--- src/rtl/alu_seq_responder.sv ---
// Multicycle ALU responder: accepts op/x/y over a valid/ready request
// channel and returns z/err over a valid/ready response channel.
// Logic ops finish in one cycle. Shifts move one bit per cycle.
// MUL is a fixed-length shift-add multiply, one multiplier bit per cycle.
module alu_seq_responder #(
    parameter int WIDTH = 16,
    parameter int SHW   = $clog2(WIDTH)
) (
    input  logic             clk,
    input  logic             rst_n,
    input  logic             in_valid,
    output logic             in_ready,
    input  logic [4:0]       alu_op,
    input  logic [WIDTH-1:0] x,
    input  logic [WIDTH-1:0] y,
    output logic             out_valid,
    input  logic             out_ready,
    output logic [WIDTH-1:0] z,
    output logic             err
);

    localparam int CW = SHW + 1;

    localparam logic [4:0] OP_ADD = 5'd0;
    localparam logic [4:0] OP_SUB = 5'd1;
    localparam logic [4:0] OP_AND = 5'd2;
    localparam logic [4:0] OP_OR  = 5'd3;
    localparam logic [4:0] OP_XOR = 5'd4;
    localparam logic [4:0] OP_NOT = 5'd5;
    localparam logic [4:0] OP_SLT = 5'd6;
    localparam logic [4:0] OP_SHL = 5'd7;
    localparam logic [4:0] OP_SHR = 5'd8;
    localparam logic [4:0] OP_SRA = 5'd9;
    localparam logic [4:0] OP_MUL = 5'd10;

    typedef enum logic [1:0] {IDLE, BUSY, DONE} state_t;

    state_t           state;
    state_t           state_next;
    logic [4:0]       op_r;
    logic [WIDTH-1:0] work;
    logic [WIDTH-1:0] mcand;
    logic [WIDTH-1:0] mplier;
    logic [CW-1:0]    cnt;

    logic [SHW-1:0]   shamt;
    logic             is_shift;
    logic             multi;
    logic             last_step;
    logic [WIDTH-1:0] quick_z;
    logic             quick_err;
    logic [WIDTH-1:0] step_work;

    assign shamt     = y[SHW-1:0];
    assign is_shift  = (alu_op == OP_SHL) || (alu_op == OP_SHR) || (alu_op == OP_SRA);
    assign multi     = (alu_op == OP_MUL) || (is_shift && (shamt != '0));
    assign last_step = (cnt == CW'(1));

    // Single-cycle result straight from the request inputs (zero-amount shifts pass x through)
    always_comb begin
        quick_z   = '0;
        quick_err = 1'b0;
        case (alu_op)
            OP_ADD: quick_z = x + y;
            OP_SUB: quick_z = x - y;
            OP_AND: quick_z = x & y;
            OP_OR:  quick_z = x | y;
            OP_XOR: quick_z = x ^ y;
            OP_NOT: quick_z = ~x;
            OP_SLT: quick_z = {{(WIDTH-1){1'b0}}, ($signed(x) < $signed(y))};
            OP_SHL, OP_SHR, OP_SRA: quick_z = x;
            OP_MUL: quick_z = '0;
            default: quick_err = 1'b1;
        endcase
    end

    // One iteration of the latched multicycle op applied to the working register
    always_comb begin
        step_work = work;
        case (op_r)
            OP_SHL:  step_work = {work[WIDTH-2:0], 1'b0};
            OP_SHR:  step_work = {1'b0, work[WIDTH-1:1]};
            OP_SRA:  step_work = {work[WIDTH-1], work[WIDTH-1:1]};
            OP_MUL:  step_work = mplier[0] ? (work + mcand) : work;
            default: step_work = work;
        endcase
    end

    // State register
    always_ff @(posedge clk) begin
        if (!rst_n) begin
            state <= IDLE;
        end else begin
            state <= state_next;
        end
    end

    // Next-state logic and handshake outputs
    always_comb begin
        state_next = state;
        in_ready   = 1'b0;
        out_valid  = 1'b0;
        case (state)
            IDLE: begin
                in_ready = 1'b1;
                if (in_valid) begin
                    state_next = multi ? BUSY : DONE;
                end
            end
            BUSY: begin
                if (last_step) begin
                    state_next = DONE;
                end
            end
            DONE: begin
                out_valid = 1'b1;
                if (out_ready) begin
                    state_next = IDLE;
                end
            end
            default: state_next = IDLE;
        endcase
    end

    // Operand latching, iterative datapath and result registers
    always_ff @(posedge clk) begin
        if (!rst_n) begin
            op_r   <= '0;
            work   <= '0;
            mcand  <= '0;
            mplier <= '0;
            cnt    <= '0;
            z      <= '0;
            err    <= 1'b0;
        end else begin
            case (state)
                IDLE: begin
                    if (in_valid) begin
                        op_r <= alu_op;
                        if (alu_op == OP_MUL) begin
                            work   <= '0;
                            mcand  <= x;
                            mplier <= y;
                            cnt    <= CW'(WIDTH);
                        end else if (multi) begin
                            work <= x;
                            cnt  <= {1'b0, shamt};
                        end else begin
                            z   <= quick_z;
                            err <= quick_err;
                        end
                    end
                end
                BUSY: begin
                    work   <= step_work;
                    mcand  <= {mcand[WIDTH-2:0], 1'b0};
                    mplier <= {1'b0, mplier[WIDTH-1:1]};
                    cnt    <= cnt - CW'(1);
                    if (last_step) begin
                        z   <= step_work;
                        err <= 1'b0;
                    end
                end
                default: begin
                end
            endcase
        end
    end

endmodule

--- config.mk ---
export PLATFORM = sky130hd
export DESIGN_NAME = alu_seq_responder
export DESIGN_NICKNAME = d
export VERILOG_FILES = /design/src/rtl/alu_seq_responder.sv
export SDC_FILE = /design/constraint.sdc
export NUM_CORES = 1
export LEC_CHECK = 0
export CAP_MARGIN = 0
export CORE_MARGIN = 1
export CORE_UTILIZATION = 50
export DETAILED_ROUTE_END_ITERATION = 10
export GPL_TIMING_DRIVEN = 1
export HOLD_SLACK_MARGIN = 0.05
export PLACE_DENSITY = 0.7
export SYNTH_ARGS = -nofsm -noshare
export SYNTH_HDL_FRONTEND = slang
export SYNTH_SLANG_ARGS = --single-unit
--- constraint.sdc ---
create_clock -name clk -period 3.96 [get_ports clk]
set_clock_uncertainty 0.05 [all_clocks]
set_input_delay 0.594 -clock clk [delete_from_list [all_inputs] [get_ports clk]]
set_output_delay 0.594 -clock clk [all_outputs]
set_load 0.01 [all_outputs]
==> impl_metrics.ini <==
[global_routing]
grt_max_degree = 33
grt_pass1_wl_um = 37200
grt_pass1_vias = 6853
overflow = 0
grtUsageTotal = 0.331
antenna_found_initial = 0

[timing]
fin_crit_sh = 0.883
fin_crit_ns = 3.50
fmax_mhz = 286
setup_tns_ns = 0
finalSetupViolCount = 0
worst-slew-pin-transition_ns = 1.08
hold_ws_ns = 0.424
maxSlewViolCount = 0
setup_slack_ns = 0.463
hold_viol_final = 0
slew_headroom = 0.271
rsz0062_at_grt = no

[layout]
area_delta_synth_final_pct = 17.7
drive_gt1_frac = 0.0766
final_nets = 1118
postLayoutCellArea_um2 = 8230
antenna_cells = 0

[clock_tree]
clk_latency_ns = 0.35
holdBufCountCts = 0
clockBufferDepth = 2
cts_inserted_buffers = 9
path_clk_slew_ns = 0.07
cts_tree = done
cts_resized = 0
post_cts_buffers = 0
clock_sinks = 77
cts_root_buf = clkbuf_16
htreeDepth = 3

[synth]
synthTopCellsByCount = nand2_1 (118), nor2_1 (89), a21oi_1 (80)
synth_nets = 1068
yosysUniqueCellTypes = 72
ys_async_sr_fraction = 0
netlist.area_leader.share = 0.221
synth_top_area_cell = dfxtp_1
ys_ff_latch = 77
synthTopCellsByArea = dfxtp_1 (22%), ha_1 (13%), nand2_1 (6.3%)
synth_edf_count = 0
synthFlopType = dfxtp_1
ys_seq_area_frac = 0.221
yosysWarnings = 0
synth_area_um2 = 6990
syn_inst = 950
avgSynthCellArea_um2 = 7.36
post-synth-top-count-cell = nand2_1

[detailed_routing]
vias = 7731
wl_per_cell_um = 20.3
first_pass_iters = 7
drtAntennaViolNets = 0
via_per_inst = 6.55
wl_um = 24000
initialDrtViolationCount = 1148
drcViolationCount = 0

[critical_path]
crit_slowest_cell = clkdlybuf4s50_1
crit_required_ns = 4.14
endpoint_kind = register
worstSetupPathType = in2reg
critPathMaxFanout = 6
cp-start-kind = input port
path_cells = clkdlybuf4s50_1 -> inv_1 -> ha_1 -> fa_1 -> o21ba_2 -> nor4_1 -> or4b_1 -> nand3_1 -> o21a_1 -> xor2_1 -> a2111oi_0 -> nor2_1
crit_arrival_ns = 3.67
slowest_delay_ns = 0.59

[floorplan]
fp.dieW_um = 120
io_pins = 60
initial_core_util = 0.519
core-area_um2 = 13500
rows = 42
die_h_um = 120
die_area_um2 = 14500

[placement]
place.gp.congestion = 0.962
post-dp-hpwl_um = 17700
pre_cts_slack_ns = 0.164
postPlaceCellArea_um2 = 7890
port_buffers = 59

[power_and_ir_drop]
power_density_nw_per_um2 = 305
power_mw = 2.50
peakVddDrop_uv = 155
power.leakage_nw = 3.26

[worst_hold_path]
hold_path_class = reg2reg

[run]
drv_cap = 0

[run_status]
outcome = complete, no violations
## placed cells by master (no fill, tap or decap), types with 7 or more instances in the layout
| cell type | n |
|---|---|
| nor2_1 | 88 |
| o211ai_1 | 7 |
| nand2_1 | 118 |
| xor2_1 | 9 |
| clkdlybuf4s50_1 | 59 |
| dfxtp_1 | 77 |
| o21a_1 | 8 |
| o22ai_1 | 7 |
| inv_1 | 56 |
| a21o_1 | 10 |
| a21oi_1 | 79 |
| o221ai_1 | 8 |
| ha_1 | 74 |
| a211oi_1 | 17 |
| o31ai_1 | 8 |
| clkbuf_16 | 9 |
| nand3_1 | 26 |
| a221oi_1 | 11 |
| a311oi_1 | 32 |
| buf_4 | 38 |
| nand2b_1 | 13 |
| a31oi_1 | 19 |
| nor3_1 | 26 |
| o21ai_0 | 58 |
| a222oi_1 | 14 |
| xnor2_1 | 7 |
## final cells by class
class / instances / area (µm²)
multi-input combinational: 757 / 5000
timing repair buffer: 99 / 916
tap: 176 / 220
clock inverter: 4 / 77.6
inverter: 56 / 210
clock buffer: 12 / 256
sequential: 77 / 1540
fill: 1323 / 5230
## kinds of logic (layout without fill, tap and decap cells)
kind of cell | after synthesis | in the layout | synth area share
compound gates | 330 | 330 | 0.324
simple gates | 326 | 326 | 0.215
buf+inv | 116 | 171 | 0.0664
fa+ha+maj | 77 | 77 | 0.141
flops | 77 | 77 | 0.221
xor+xnor | 16 | 16 | 0.0201
mux | 8 | 8 | 0.0124
## where the power goes
| group | internal [mW] | switching [mW] |
|---|---|---|
| sequential | 0.820 | 0.0468 |
| clock | 0.593 | 0.378 |
| combinational | 0.276 | 0.391 |
| total | 1.69 | 0.816 |
## routing by layer
metal,routed length (µm),part of all wire,track usage,vias up
met5,0,0,0,-
met4,673,0.028,0.123,0
met3,2180,0.091,0.0363,49
met2,10600,0.44,0.519,422
met1,10500,0.44,0.465,3630
li1,-,-,-,3630
## final timing paths
| check | from | endpoint | slack [ns] | depth (start not counted) |
|---|---|---|---|---|
| max | x[0] | z[10] | 0.46 | 12 |
| min | mplier[5] | mplier[4] | 0.42 | 2 |
| max reg2reg | work[0] | work[14] | 0.66 | 10 |
| min reg2reg | mplier[5] | mplier[4] | 0.42 | 2 |
## through the flow
| stage | cells | util |
|---|---|---|
| floorplan | 950 | - |
| global placement | 1165 | 0.587 |
| detailed placement | 1165 | 0.587 |
| CTS | 1181 | 0.611 |
| global route | 1181 | 0.611 |
| finish | 1181 | 0.611 |
## registers in the layout (all words and copies together) (netlist names)
register and flops:
z 16, work 16, mplier 16, op_r 5, cnt 5, state 2, err 1, mcand 16
## worst max-delay path, delay by kind of cell
kind | cells | cell delay (ns)
xor+xnor | 1 | 0.13
buf+inv | 2 | 0.69
fa+ha+maj | 2 | 0.64
compound gates | 3 | 0.79
simple gates | 4 | 0.82
Note: power is estimated with default switching activity, not from simulation.
